### config.mk
export PLATFORM = sky130hd
export DESIGN_NAME = usb_out_buf_ctrl
export DESIGN_NICKNAME = d
export VERILOG_FILES = /design/src/rtl/usb_consts_pkg.sv /design/src/rtl/usb_sync_fifo.sv /design/src/rtl/usb_out_buf_ctrl.sv
export SDC_FILE = /design/constraint.sdc
export NUM_CORES = 1
export LEC_CHECK = 0
export ABC_CLOCK_PERIOD_IN_PS = 2000
export CAP_MARGIN = 20
export CORE_MARGIN = 4
export CORE_UTILIZATION = 42
export CTS_BUF_LIST = sky130_fd_sc_hd__clkbuf_16
export CTS_CLUSTER_DIAMETER = 30
export DETAILED_ROUTE_END_ITERATION = 12
export PLACE_DENSITY = 0.65
export RECOVER_POWER = 100
export SYNTH_ARGS = -nofsm -noshare
export SYNTH_HDL_FRONTEND = slang
export SYNTH_SLANG_ARGS = --single-unit
### constraint.sdc
create_clock -name clk_48mhz_i -period 2 [get_ports clk_48mhz_i]
set_input_delay 0.2 -clock clk_48mhz_i [delete_from_list [all_inputs] [get_ports clk_48mhz_i]]
set_output_delay 0.2 -clock clk_48mhz_i [all_outputs]
set_load 0.05 [all_outputs]
### src/rtl/usb_consts_pkg.sv
// Shared constants for the full-speed OUT buffer controller: PIDs, FSM
// encodings and descriptor geometry helpers.
package usb_consts_pkg;

  localparam logic [3:0] PidOut   = 4'b0001;
  localparam logic [3:0] PidIn    = 4'b1001;
  localparam logic [3:0] PidSetup = 4'b1101;
  localparam logic [3:0] PidData0 = 4'b0011;
  localparam logic [3:0] PidData1 = 4'b1011;
  localparam logic [3:0] PidAck   = 4'b0010;
  localparam logic [3:0] PidNak   = 4'b1010;

  localparam int EpW = 4;

  localparam logic [1:0] StIdle = 2'd0;
  localparam logic [1:0] StRecv = 2'd1;
  localparam logic [1:0] StDrop = 2'd2;

  // Descriptor layout {setup, ep, size[pkt_w:0], buf_id}; size needs one
  // extra bit so a full MaxPktSize payload is representable.
  function automatic int desc_width(input int pkt_w, input int buf_w);
    return 1 + EpW + (pkt_w + 1) + buf_w;
  endfunction

  typedef struct packed {
    logic       setup;
    logic [3:0] ep;
    logic [5:0] size;
    logic [1:0] buf_id;
  } out_desc_t;

endpackage

### src/rtl/usb_sync_fifo.sv
// Small synchronous FIFO with first-word head output; push when full and
// pop when empty are ignored, simultaneous push/pop are both honoured.
module usb_sync_fifo #(
  parameter int WIDTH = 8,
  parameter int DEPTH = 4,
  localparam int AW = (DEPTH > 1) ? $clog2(DEPTH) : 1
) (
  input  logic             clk_48mhz_i,
  input  logic             rst_ni,
  input  logic             push,
  input  logic [WIDTH-1:0] wdata,
  input  logic             pop,
  output logic [WIDTH-1:0] head,
  output logic             full,
  output logic             empty
);

  logic [WIDTH-1:0] mem [DEPTH];
  logic [AW-1:0]    rd_ptr, wr_ptr;
  logic [AW:0]      count;
  logic             do_push, do_pop;

  function automatic logic [AW-1:0] next_ptr(input logic [AW-1:0] ptr);
    return (ptr == AW'(DEPTH - 1)) ? '0 : ptr + 1'b1;
  endfunction

  assign full    = (count == (AW+1)'(DEPTH));
  assign empty   = (count == '0);
  assign do_push = push & ~full;
  assign do_pop  = pop & ~empty;
  assign head    = empty ? '0 : mem[rd_ptr];

  always_ff @(posedge clk_48mhz_i) begin
    if (do_push) mem[wr_ptr] <= wdata;
  end

  always_ff @(posedge clk_48mhz_i or negedge rst_ni) begin
    if (!rst_ni) begin
      rd_ptr <= '0;
      wr_ptr <= '0;
      count  <= '0;
    end else begin
      if (do_push) wr_ptr <= next_ptr(wr_ptr);
      if (do_pop)  rd_ptr <= next_ptr(rd_ptr);
      case ({do_push, do_pop})
        2'b10:   count <= count + 1'b1;
        2'b01:   count <= count - 1'b1;
        default: count <= count;
      endcase
    end
  end

endmodule

### src/rtl/usb_out_buf_ctrl.sv
// OUT buffer controller: claims a free packet buffer per transfer, streams
// bytes into packet SRAM and commits a descriptor to the rx FIFO on ACK.
module usb_out_buf_ctrl
  import usb_consts_pkg::*;
#(
  parameter logic [4:0] NumOutEps  = 5'd1,
  parameter int         MaxPktSize = 32,
  parameter int         NumBufs    = 4,
  parameter int         FifoDepth  = 4,
  localparam int        BufW  = $clog2(NumBufs),
  localparam int        PktW  = $clog2(MaxPktSize),
  localparam int        DescW = desc_width(PktW, BufW)
) (
  input  logic                 clk_48mhz_i,
  input  logic                 rst_ni,
  input  logic                 link_reset_i,
  input  logic [NumOutEps-1:0] ep_enable_i,
  input  logic [3:0]           out_ep_current_i,
  input  logic                 out_ep_newpkt_i,
  input  logic                 out_ep_data_put_i,
  input  logic [7:0]           out_ep_data_i,
  input  logic                 out_ep_acked_i,
  input  logic                 out_ep_rollback_i,
  input  logic [NumOutEps-1:0] out_ep_setup_i,
  output logic [NumOutEps-1:0] out_ep_full_o,
  input  logic                 av_wvalid_i,
  output logic                 av_wready_o,
  input  logic [BufW-1:0]      av_wdata_i,
  output logic                 rx_rvalid_o,
  input  logic                 rx_rready_i,
  output logic [DescW-1:0]     rx_rdata_o,
  output logic                 mem_we_o,
  output logic [BufW+PktW-1:0] mem_addr_o,
  output logic [7:0]           mem_wdata_o,
  output logic                 drop_o
);

  localparam logic [PktW:0] MaxCnt = (PktW+1)'(MaxPktSize);

  logic                 av_pop, av_full, av_empty;
  logic [BufW-1:0]      av_head;
  logic                 rx_push, rx_full, rx_empty;
  logic [DescW-1:0]     rx_wdata;

  logic [1:0]           state_q;
  logic [3:0]           cur_ep_q;
  logic                 setup_q, ovf_q, accepted_q;
  logic [BufW-1:0]      buf_id_q;
  logic [PktW:0]        cnt_q;
  logic                 mem_we_q, drop_q;
  logic [BufW+PktW-1:0] mem_addr_q;
  logic [7:0]           mem_wdata_q;

  logic [NumOutEps-1:0] accept_vec;
  logic [15:0]          accept_ext, setup_ext;

  usb_sync_fifo #(.WIDTH(BufW), .DEPTH(FifoDepth)) u_avail_fifo (
    .clk_48mhz_i (clk_48mhz_i),
    .rst_ni      (rst_ni),
    .push        (av_wvalid_i),
    .wdata       (av_wdata_i),
    .pop         (av_pop),
    .head        (av_head),
    .full        (av_full),
    .empty       (av_empty)
  );

  usb_sync_fifo #(.WIDTH(DescW), .DEPTH(FifoDepth)) u_rx_fifo (
    .clk_48mhz_i (clk_48mhz_i),
    .rst_ni      (rst_ni),
    .push        (rx_push),
    .wdata       (rx_wdata),
    .pop         (rx_rready_i),
    .head        (rx_rdata_o),
    .full        (rx_full),
    .empty       (rx_empty)
  );

  // Zero-extended to 16 so any 4-bit endpoint number indexes safely; EPs
  // beyond NumOutEps simply never accept.
  assign accept_vec = (ep_enable_i | out_ep_setup_i) & {NumOutEps{~av_empty & ~rx_full}};
  assign accept_ext = 16'(accept_vec);
  assign setup_ext  = 16'(out_ep_setup_i);

  assign av_wready_o = ~av_full;
  assign rx_rvalid_o = ~rx_empty;
  assign mem_we_o    = mem_we_q;
  assign mem_addr_o  = mem_addr_q;
  assign mem_wdata_o = mem_wdata_q;
  assign drop_o      = drop_q;

  assign rx_wdata = {setup_q, cur_ep_q, cnt_q, buf_id_q};
  assign rx_push  = (state_q == StRecv) & out_ep_acked_i & ~out_ep_rollback_i & ~ovf_q &
                    ~out_ep_newpkt_i & ~link_reset_i;
  assign av_pop   = rx_push;

  always_comb begin
    for (int i = 0; i < NumOutEps; i++) begin
      out_ep_full_o[i] = ~accept_vec[i];
      if ((state_q != StIdle) && (cur_ep_q == 4'(i))) out_ep_full_o[i] = ~accepted_q;
    end
  end

  // newpkt wins over everything but link reset, so a restarted transfer
  // abandons the old one without committing it.
  always_ff @(posedge clk_48mhz_i or negedge rst_ni) begin
    if (!rst_ni) begin
      state_q     <= StIdle;
      cur_ep_q    <= '0;
      setup_q     <= 1'b0;
      buf_id_q    <= '0;
      cnt_q       <= '0;
      ovf_q       <= 1'b0;
      accepted_q  <= 1'b0;
      mem_we_q    <= 1'b0;
      mem_addr_q  <= '0;
      mem_wdata_q <= '0;
      drop_q      <= 1'b0;
    end else begin
      mem_we_q <= 1'b0;
      drop_q   <= 1'b0;
      if (link_reset_i) begin
        state_q <= StIdle;
      end else if (out_ep_newpkt_i) begin
        cur_ep_q   <= out_ep_current_i;
        setup_q    <= setup_ext[out_ep_current_i];
        buf_id_q   <= av_head;
        cnt_q      <= '0;
        ovf_q      <= 1'b0;
        accepted_q <= accept_ext[out_ep_current_i];
        state_q    <= accept_ext[out_ep_current_i] ? StRecv : StDrop;
      end else begin
        case (state_q)
          StRecv: begin
            if (out_ep_rollback_i) begin
              state_q <= StIdle;
            end else if (out_ep_acked_i) begin
              drop_q  <= ovf_q;
              state_q <= StIdle;
            end else if (out_ep_data_put_i) begin
              if (cnt_q < MaxCnt) begin
                mem_we_q    <= 1'b1;
                mem_addr_q  <= {buf_id_q, cnt_q[PktW-1:0]};
                mem_wdata_q <= out_ep_data_i;
                cnt_q       <= cnt_q + 1'b1;
              end else begin
                ovf_q <= 1'b1;
              end
            end
          end
          StDrop: begin
            if (out_ep_rollback_i) begin
              state_q <= StIdle;
            end else if (out_ep_acked_i) begin
              drop_q  <= 1'b1;
              state_q <= StIdle;
            end
          end
          default: state_q <= StIdle;
        endcase
      end
    end
  end

endmodule
==> run summary, run 1 <==
Yosys
* 302 — number of standard cells after synthesis
* 64.94% — sequential-to-total area share from yosys stat
* 60 — number of flops mapped to enable cells by yosys
* 44.44% — share of synthesized flip-flops with an asynchronous set or reset
* 345 — Post-Synthesis Net Count
* 0.004624 mm^2 — post-synthesis cell area
* 0 — Syn. warnings
* 15.31 um^2 — average cell area after synthesis
* 108 — flops & latches, synth
* edfxtp_1 — Primary FF master, synth
* 44 — number of distinct library cell variants in the gate-level netlist after synthesis

Worst setup path
* 2.33 ns — Crit path arrival time
* reg2reg — type of the worst setup path
* flop — CP Capture Type
* 2 — Max FO, Critical Path
* inv_2 > ha_4 > nand3b_1 > buf_4 > nor3_4 > ha_4 > inv_2 > fa_2 > xor2_1 > nor2_1 > xor2_1 — ordered list of cells on the worst path
* adder cells — Top delay family on crit path
* 0.39 ns — delay of the slowest critical-path stage
* flop — Worst Setup Start Kind
* dfrtp_1 — Worst path slowest cell
* 3 — number of buffer and inverter stages on the critical path
* 2.27 ns — required time worst endpoint

Detailed routing
* 3702 um — detailed-route wire length on metal 1
* 2811 — detailed-route via count
* 9112 um — total wire length after detailed routing
* 16.33 um — detailed-route wire length per cell
* 0 — total DRC errors in the routed layout
* 94 — detailed router's first-iteration violation count
* 5.038 — ratio of routed vias to standard cells
* 388 um — metal3 WL
* 4940 um — DR WL met2
* 4 — Pre-Repair DR Iteration Count
* met4 — top layer reached by signal wires
* 0 — residual antenna-violating net count after detailed routing

Die
* 38 — floorplan row count
* 112.9 um — width of the die
* 0.01079 mm^2 — Core Footprint
* 58 — I/O pin count
* 0.01275 mm^2 — die outline area
* 112.9 um — die height
* 42.85% — initial core utilization

Clock network
* 9 — number of buffers created by CTS
* 3 — # H-tree levels
* 108 — number of clock sinks
* 0.07 ns — clock slew seen by the registers of the worst setup and hold paths
* done — CTS tree
* 2 — Bufs on Longest Clock Path
* clkbuf_16 — clock root buffer
* 0.35 ns — Worst-Skew Late Latency

Timing
* 0.007796 ns — post-route clock skew
* 1.533 ns — Worst-Margin Slew
* yes — setup repair after global routing missed its margin
* 485.4 MHz — maximum clock frequency
* 26 — max-slew violations
* -2.186% — Slew Limit Headroom
* -0.06036 ns — Final WS setup
* 2.060 ns — minimum clock period
* 2 — count of endpoints failing setup in the final report
* 103.0% — final period utilization
* 0 — number of hold violations in the final report

GRT
* 15130 um — first-pass GRT wire length
* 0 — initial antenna violation count
* 26 — pin count of the biggest net entering global routing
* 3020 — vias in the first global route
* 15.42% — global router's overall resource usage
* 0 — leftover overflow at the end of global routing

Placement
* 0.7396 — final weighted congestion in routability-driven placement
* 57 — number of buffer cells added on primary ports
* -0.4292 ns — pre-CTS setup slack
* 6345 um — detailed placement HPWL
* 0.005722 mm^2 — cell area after placement

Job
* 1 — number of max-cap violations

Pwr
* 1209 mW/mm^2 — Pwr per Cell Area
* 2.550 nW — static leakage
* 859.4 uV — Max rail drop VDD
* 7.567 mW — post-layout power

Layout
* 35.31% — synthesis-to-finish area growth
* 456 — nets@finish
* 0.006257 mm^2 — post-route cell area
* 878 — fillcell total
* 35.17% — share of final-layout standard cells stronger than drive strength 1
* 0 — diode insertion count for antenna repair

Status
* max-capacitance violations, max-slew violations, negative setup slack — violated checks
* finished with violations — status

Hold path
* in2reg — type of the worst min-delay path

[logic make-up after synthesis]
logic type	synth area share [%]
AND/OR/NAND/NOR	10.04
multiplexers	13.12
AO/OA/AOI/OAI	3.409
XOR/XNOR	1.136
buffers and inverters	2.164
flip-flops	64.94
adder cells (fa/ha/maj)	5.195
[worst min-delay path, delay by kind of cell]
| family | cells | cell delay [ns] |
|---|---|---|
| buffers and inverters | 1 | 0.41 |
| and+or+nand+nor | 2 | 0.11 |
[synth_stat cells (all sizes together) (4+ instances only)]
cell,count,share of area [%]
inv,18,1.5
xor2,4,0.76
mux4,15,7.3
a21oi,6,0.65
and3,4,0.54
clkbuf,5,0.41
edfxtp,60,39
nand2,17,1.4
nor2,13,1.1
nor3,4,0.43
and2,20,2.7
o21ai,4,0.43
dfrtp,48,26
or4,5,0.81
nand3,4,0.54
mux2,23,5.6
ha,16,4.3
[per-stage QoR]
step / util [%] / std cells / setup TNS [ns] / hold WS [ns]
2_1_floorplan: - / 302 / -0.1188 / -0.09559
3_3_place_gp: 53.01 / 532 / -13.70 / 0.2574
3_5_place_dp: 53.01 / 532 / -14.50 / 0.2680
4_1_cts: 57.13 / 553 / -0.1960 / 0.3960
5_1_grt: 57.98 / 558 / -1.360 / 0.4348
6_report: 57.98 / 558 / -0.09960 / 0.4103
[layer usage]
layer  global-route usage (%)  vias up
met2                    27.05       48
li1                         -     1339
met4                    4.567        0
met1                    18.79     1417
met3                    3.957        7
met5                        0        -
[cells in the final DEF (no fill, tap or decap), types with 3 or more instances in the layout]
cell and instances:
dlygate4sd3_1 3, edfxtp_1 60, o31ai_1 3, buf_4 32
a21oi_1 5, mux2_2 23, nand3_1 3, dfrtp_1 46
and2_4 13, inv_1 15, buf_12 7, mux4_2 15
clkbuf_16 10, and3_1 4, and2_1 6, or4_1 3
nand2_1 17, xor2_1 4, buf_8 8, ha_1 13
clkbuf_1 11, clkdlybuf4s50_1 38, nor2_1 12, inv_2 4
buf_6 6
[worst paths after layout]
kind	startpoint	endpoint	slack, ns	depth (start not counted)
worst max-delay path	state_q[1]	u_avail_fifo.count[2]	-0.06	11
worst min-delay path	out_ep_current_i[2]	cur_ep_q[2]	0.41	3
worst max register to register	state_q[1]	u_avail_fifo.count[2]	-0.06	11
worst min register to register	u_rx_fifo.count[2]	u_rx_fifo.count[2]	0.49	1
max in group asynchronous	rst_ni	state_q[0]	0.22	3
min in group asynchronous	rst_ni	mem_wdata_o[5]	0.75	2
[power by group]
part | leakage (nW) | switching [mW] | total [mW] | internal (mW)
Combinational | 1.22 | 1.54 | 3.04 | 1.50
Clock | 0.149 | 0.804 | 1.78 | 0.980
Sequential | 1.18 | 0.197 | 2.75 | 2.55
[sequential cells by signal, summed over array words and instances (netlist names), 3 cells and up]
signal and cells:
cur_ep_q 4, u_rx_fifo.mem 52, mem_wdata_o 8, u_avail_fifo.count 3, u_avail_fifo.mem 8, cnt_q 6, mem_addr_o 7, u_rx_fifo.count 3
[layout make-up]
| cell class | instances | area (um^2) | share of cell area [%] |
|---|---|---|---|
| Sequential cell | 108 | 3005 | 48.03 |
| Multi-Input combinational cell | 168 | 1649 | 26.35 |
| Timing Repair Buffer | 108 | 1060 | 16.94 |
| Clock buffer | 9 | 225.2 | 3.599 |
| Tap cell | 140 | 175.2 | 2.799 |
| Clock inverter | 7 | 75.07 | 1.200 |
| Inverter | 18 | 67.56 | 1.080 |
[repair_timing]
action                                  4_1_cts  5_1_grt
pin swaps                                    13       12
resized for setup                            30       26
gates cloned                                  0        1
buffers inserted                              4        4
hold buffers                                  1        0
endpoints found under the hold margin        23        0
endpoints found under the setup margin       20       18
Power figures use the tool's default switching activity.
==> run 2: changes to the inputs <==
- CORE_UTILIZATION: 42 -> 45
- PLACE_DENSITY: 0.65 -> 0.68
==> run 2 against run 1 <==
Net effect: the flow finishes with violations (negative setup slack); worst setup slack improved by 0.0057 ns; first-iteration DRC count rose by 28%; combinational power fell by 12%; fmax rose by 0.28%; wire length fell by 2.0%; hold slack got worse by 0.0015 ns; clock power fell by 7%; die area fell by 6.2%; sequential power barely moved; count of clock-buffer cells in the layout did not move; sequential share of layout area rose by 1.7 points.
==> run summary, run 2 (synthesis gave the netlist of run 1 again) <==
Layout
* 0 — diode insertion count for antenna repair, unchanged
* 60 x edfxtp_1, 46 x dfrtp_1, 24 x buf_4 — leading cell types in the layout, fill and taps excluded, was 60 x edfxtp_1, 46 x dfrtp_1, 38 x clkdlybuf4s50_1
* 450 — nets@finish, was 456
* 60.95% — share of the core filled with cells, was 57.98%
* 545 — final standard cell count with taps included and fillers excluded, was 558
* edfxtp_1 — leading cell type in the layout, fill and taps excluded, unchanged
* 52 — number of flip-flops in the largest register, unchanged
* 30.60% — synthesis-to-finish area growth, was 35.31%
* 31.07% — share of final-layout standard cells stronger than drive strength 1, was 35.17%
* u_rx_fifo.mem — register name with the most flops, unchanged

Timing
* 0 — max-slew violations, was 26
* 486.7 MHz — maximum clock frequency, was 485.4 MHz
* -0.05463 ns — Final WS setup, was -0.06036 ns
* yes — setup repair after global routing missed its margin, unchanged
* 2.055 ns — minimum clock period, was 2.060 ns
* 16.92% — Slew Limit Headroom, was -2.186%
* 3 — count of endpoints failing setup in the final report, was 2
* 0.008955 ns — post-route clock skew, was 0.007796 ns
* 1.246 ns — Worst-Margin Slew, was 1.533 ns
* 102.7% — final period utilization, was 103.0%
* -0.1261 ns — accumulated negative setup slack, was -0.09960 ns
* 0 — number of hold violations in the final report, unchanged

GRT
* 14190 um — first-pass GRT wire length, was 15130 um
* 49 — pin count of the biggest net entering global routing, was 26
* met2 — highest-utilization routing layer at the global route stage, unchanged
* 2848 — vias in the first global route, was 3020
* 0 — leftover overflow at the end of global routing, unchanged
* 20.36% — Global Route met1 Usage, was 18.79%
* 3.053% — met3 usage, was 3.957%
* 15.74% — global router's overall resource usage, was 15.42%
* 0 — initial antenna violation count, unchanged
* 26.68% — routing usage on met2, was 27.05%

Worst setup path
* 1.80 ns — required time worst endpoint, was 2.27 ns
* flop — Worst Setup Start Kind, unchanged
* reg2out — type of the worst setup path, was reg2reg
* output port — CP Capture Type, was flop
* 9 — number of cells on the worst reg-to-reg path, was 11
* 2 — Max FO, Critical Path, unchanged
* 1.85 ns — Crit path arrival time, was 2.33 ns

Detailed routing
* 0 — residual antenna-violating net count after detailed routing, unchanged
* 2779 — detailed-route via count, was 2811
* 4 — Pre-Repair DR Iteration Count, unchanged
* 5.099 — ratio of routed vias to standard cells, was 5.038
* 16.38 um — detailed-route wire length per cell, was 16.33 um
* 0 — total DRC errors in the routed layout, unchanged
* 120 — detailed router's first-iteration violation count, was 94
* 8928 um — total wire length after detailed routing, was 9112 um

Clock network
* 108 — number of clock sinks, unchanged
* 0.07 ns — clock slew seen by the registers of the worst setup and hold paths, about the same
* 2 — Bufs on Longest Clock Path, unchanged
* clkbuf_16 — clock root buffer, unchanged
* 3 — # H-tree levels, unchanged
* 9 — number of buffers created by CTS, unchanged
* done — CTS tree, unchanged
* 0.34 ns — Worst-Skew Late Latency, was 0.35 ns

Die
* 0.009910 mm^2 — Core Footprint, was 0.01079 mm^2
* 109.4 um — width of the die, was 112.9 um
* 58 — I/O pin count, unchanged
* 0.01196 mm^2 — die outline area, was 0.01275 mm^2
* 36 — floorplan row count, was 38
* 46.67% — initial core utilization, was 42.85%
* 109.4 um — die height, was 112.9 um

Pwr
* 2.503 nW — static leakage, was 2.550 nW
* 1172 mW/mm^2 — Pwr per Cell Area, was 1209 mW/mm^2
* 858.9 uV — Max rail drop VDD, was 859.4 uV
* 7.080 mW — post-layout power, was 7.567 mW

Status
* finished with violations — status, unchanged
* negative setup slack — violated checks, was max-capacitance violations, max-slew violations, negative setup slack

Placement
* 6096 um — detailed placement HPWL, was 6345 um
* 0.8102 — final weighted congestion in routability-driven placement, was 0.7396
* 518 — dpl cells, was 532
* -0.4018 ns — pre-CTS setup slack, was -0.4292 ns
* 57 — number of buffer cells added on primary ports, unchanged

Job
* 0 — number of max-cap violations, was 1

Hold path
* in2reg — type of the worst min-delay path, unchanged
* 3 — depth of the worst hold-timing path, unchanged

run 2: changes by cell type in the layout (fill, tap and decap cells not counted), sizes merged, moves of 6 or more:
cell           previous run  this run
buf                      53        41
clkbuf                   23        29
clkdlybuf4s50            38        20
dlygate4sd3               3        20
run 2: area by class of cell:
class | instances | area [um^2]
fillers | 794 | 3870
flip-flops and latches | 108 | 3005
multi-input cells | 168 | 1610
repair buffers | 102 | 910.9
clock buffers | 9 | 225.2
well taps | 133 | 166.4
inverters | 18 | 67.56
clock inverters | 7 | 53.80
run 2: stage by stage:
step,hold WS (ns),area [um^2]
after floorplan,-0.09559,4661
after global placement,0.3451,5648
after detailed placement,0.3503,5648
after CTS,0.4006,6026
after global routing,0.4403,6040
final,0.4088,6040
run 2: worst paths after layout:
| check | start | endpoint | slack (ns) |
|---|---|---|---|
| setup / recovery | cur_ep_q[3] | out_ep_full_o | -0.05 |
| hold / removal | out_ep_current_i[1] | cur_ep_q[1] | 0.41 |
| setup reg to reg | u_avail_fifo.count[0] | u_avail_fifo.count[2] | -0.05 |
| hold reg to reg | u_rx_fifo.count[2] | u_rx_fifo.count[2] | 0.50 |
| max in group asynchronous | rst_ni | u_rx_fifo.rd_ptr[1] | 0.41 |
| min in group asynchronous | rst_ni | mem_wdata_o[7] | 0.74 |
run 2: power breakdown:
group	switching (mW)	leakage, nW	total, mW	internal, mW
logic	1.44	1.18	2.67	1.22
registers	0.209	1.18	2.76	2.55
clock network	0.796	0.143	1.65	0.857
run 2: what timing repair did:
item | 4_1_cts | 5_1_grt
endpoints found under the hold margin | 42 | 0
pin swaps | 10 | 7
hold buffers | 1 | 0
cloned | 0 | 1
gates resized for setup | 14 | 21
buffers inserted | 6 | 3
setup endpoints to repair | 20 | 20
run 2: metal layers:
layer / wire length, um / share of wire (%)
met5: 0 / 0
met4: 121 / 1.4
met3: 349 / 3.9
met2: 4633 / 52
met1: 3824 / 43
run 2: critical path, cell delays in order, from the launching register on:
cell and delay, ns:
dfrtp_1 0.39, or4_4 0.56, nor2_4 0.11, mux2i_2 0.28
buf_12 0.17
==> run 3: changes to the inputs <==
- DONT_BUFFER_PORTS: unset -> 1
- GPL_TIMING_DRIVEN: unset -> 0
- PLACE_DENSITY: 0.68 -> 0.61
==> run 3 against run 2 <==
Net effect: the flow still finishes with violations (negative setup slack); count of clock-buffer cells in the layout is the same; sequential share of layout area grew 4.6 points; clock skew shrank 0.0012 ns; cell count shrank 12%; fmax shrank 2.0%; critical path depth grew 5; clock power is essentially flat; core utilization shrank 5.1 points; register-to-register slack lost 0.04 ns; combinational power shrank 14%; hold slack lost 0.40 ns; critical endpoint is now u_avail_fifo.count[2]; largest power group unchanged.
==> run summary, run 3 (synthesis gave the netlist of run 1 again) <==
Detailed routing
* 88 — detailed router's first-iteration violation count, was 120
* 2557 — detailed-route via count, was 2779
* 18.17 um — detailed-route wire length per cell, was 16.38 um
* 4 — Pre-Repair DR Iteration Count, unchanged
* 8739 um — total wire length after detailed routing, was 8928 um
* 5.316 — ratio of routed vias to standard cells, was 5.099
* 0 — total DRC errors in the routed layout, unchanged
* 0 — residual antenna-violating net count after detailed routing, unchanged

Clock network
* 108 — number of clock sinks, unchanged
* done — CTS tree, unchanged
* 9 — number of buffers created by CTS, unchanged
* 0.34 ns — Worst-Skew Late Latency, about the same
* 3 — # H-tree levels, unchanged
* 0.07 ns — clock slew seen by the registers of the worst setup and hold paths, about the same
* 2 — Bufs on Longest Clock Path, unchanged
* clkbuf_16 — clock root buffer, unchanged

Worst setup path
* flop — CP Capture Type, was output port
* -0.1 ns — reg2reg setup slack, was -0.05 ns
* flop — Worst Setup Start Kind, unchanged
* reg2reg — type of the worst setup path, was reg2out
* 2.36 ns — Crit path arrival time, was 1.85 ns
* 6 — Max FO, Critical Path, was 2
* 2.26 ns — required time worst endpoint, was 1.80 ns

Timing
* 0 — number of hold violations in the final report, unchanged
* 0 — max-slew violations, unchanged
* 477.0 MHz — maximum clock frequency, was 486.7 MHz
* 1.223 ns — Worst-Margin Slew, was 1.246 ns
* yes — setup repair after global routing missed its margin, unchanged
* 2.097 ns — minimum clock period, was 2.055 ns
* 0.007728 ns — post-route clock skew, was 0.008955 ns
* -0.2183 ns — accumulated negative setup slack, was -0.1261 ns
* 18.43% — Slew Limit Headroom, was 16.92%
* 104.8% — final period utilization, was 102.7%
* 4 — count of endpoints failing setup in the final report, was 3
* -0.09657 ns — Final WS setup, was -0.05463 ns

Die
* 46.67% — initial core utilization, unchanged
* 0.009910 mm^2 — Core Footprint, unchanged
* 109.4 um — die height, unchanged
* 58 — I/O pin count, unchanged
* 0.01196 mm^2 — die outline area, unchanged
* 109.4 um — width of the die, unchanged
* 36 — floorplan row count, unchanged

GRT
* 49 — pin count of the biggest net entering global routing, unchanged
* 2651 — vias in the first global route, was 2848
* 14070 um — first-pass GRT wire length, was 14190 um
* 15.46% — global router's overall resource usage, was 15.74%
* 0 — initial antenna violation count, unchanged
* 0 — leftover overflow at the end of global routing, unchanged

Status
* finished with violations — status, unchanged
* negative setup slack — violated checks, unchanged

Pwr
* 40.8% — share of power burned in registers, was 39.0%
* 6.694 mW — post-layout power, was 7.080 mW
* 35.83% — net switching fraction of the power, was 34.61%
* 34.3% — Gate power share, was 37.7%
* 4.296 mW — internal cell power, was 4.629 mW
* 2.207 nW — static leakage, was 2.503 nW
* 2.398 mW — Switch Pwr, was 2.451 mW
* 1210 mW/mm^2 — Pwr per Cell Area, was 1172 mW/mm^2
* 704.3 uV — Max rail drop VDD, was 858.9 uV
* 24.9% — clock power share, was 23.4%

Job
* 0 — number of max-cap violations, unchanged

Placement
* -0.3909 ns — pre-CTS setup slack, was -0.4018 ns
* 0 — number of buffer cells added on primary ports, was 57
* 5680 um — detailed placement HPWL, was 6096 um
* 0.7503 — final weighted congestion in routability-driven placement, was 0.8102
* 435 — dpl cells, was 518

Layout
* u_rx_fifo.mem — register name with the most flops, unchanged
* 52 — number of flip-flops in the largest register, unchanged
* 60 x edfxtp_1, 45 x dfrtp_1, 23 x mux2_2 — leading cell types in the layout, fill and taps excluded, was 60 x edfxtp_1, 46 x dfrtp_1, 24 x buf_4
* 481 — final standard cell count with taps included and fillers excluded, was 545
* 35.63% — share of final-layout standard cells stronger than drive strength 1, was 31.07%
* edfxtp_1 — leading cell type in the layout, fill and taps excluded, unchanged
* 19.67% — synthesis-to-finish area growth, was 30.60%
* 0 — diode insertion count for antenna repair, unchanged
* 386 — nets@finish, was 450

Hold path
* in2reg — type of the worst min-delay path, unchanged

## run 3: changes by cell type in the layout (fill, tap and decap cells not counted), sizes merged
cell           change
buf               -19
clkbuf            -13
clkdlybuf4s50     -20
clkinv             +1
dlygate4sd2        -1
dlygate4sd3       -11
inv                -1
## run 3: cell type report
| class | instances | area [um^2] |
|---|---|---|
| multi-input combinational | 168 | 1720 |
| timing repair buffer | 33 | 260.3 |
| tap | 133 | 166.4 |
| buffer | 5 | 33.78 |
| fill | 821 | 4375 |
| inverter | 18 | 67.56 |
| sequential | 108 | 3007 |
| clock buffer | 9 | 225.2 |
| clock inverter | 7 | 53.80 |
## run 3: worst max-delay path, cell delays in order, from the launching register on
cell and delay [ns]:
dfrtp_1 0.39, or3b_4 0.51, and2_4 0.19, inv_2 0.05, ha_4 0.12, inv_2 0.03, fa_2 0.32, xor2_1 0.14
nor2_1 0.11, xor2_1 0.15
## run 3: through the flow
| stage | util, % | area [um^2] | hold slack, ns |
|---|---|---|---|
| floorplan | - | 4661 | -0.09559 |
| global placement | 48.71 | 4827 | -0.09362 |
| global route | 55.85 | 5534 | 0.0009605 |
| CTS | 55.51 | 5500 | 0.0005951 |
| detailed placement | 48.71 | 4827 | -0.09367 |
| finish | 55.85 | 5534 | 0.005624 |
## run 3: timing repair
action / in CTS / in global routing
setup endpoints to repair: 84 / 78
gates resized for setup: 56 / 11
endpoints found under the hold margin: 61 / 1
pin swaps: 19 / 11
hold buffers: 9 / 1
setup buffers: 20 / 3
## run 3: layer usage
metal	routed length [um]	track usage, %	vias up
met4	139	5.610	0
li1	-	-	1203
met1	3788	20.88	1291
met2	4415	24.72	51
met3	396	3.464	12
met5	0	0	-
## run 3: power by group through the flow
| stage | clock network [mW] | logic (mW) | registers, mW |
|---|---|---|---|
| after global placement | 0 | 1.90 | 2.77 |
| after detailed placement | 0 | 1.93 | 2.78 |
| after floorplan | 0 | 1.71 | 2.73 |
| after global routing | 1.79 | 2.46 | 2.76 |
| final | 1.67 | 2.30 | 2.73 |
| after CTS | 1.69 | 2.31 | 2.72 |
## run 3: path summary, 6_finish.rpt
path                                       start                     to  cells past startpoint
max                        u_avail_fifo.count[0]  u_avail_fifo.count[2]                      9
min                             out_ep_data_i[4]         mem_wdata_o[4]                      1
max reg2reg                u_avail_fifo.count[0]  u_avail_fifo.count[2]                      9
min reg2reg                   u_rx_fifo.count[2]     u_rx_fifo.count[2]                      1
max in group asynchronous                 rst_ni            cur_ep_q[0]                      2
min in group asynchronous                 rst_ni         mem_wdata_o[2]                      2
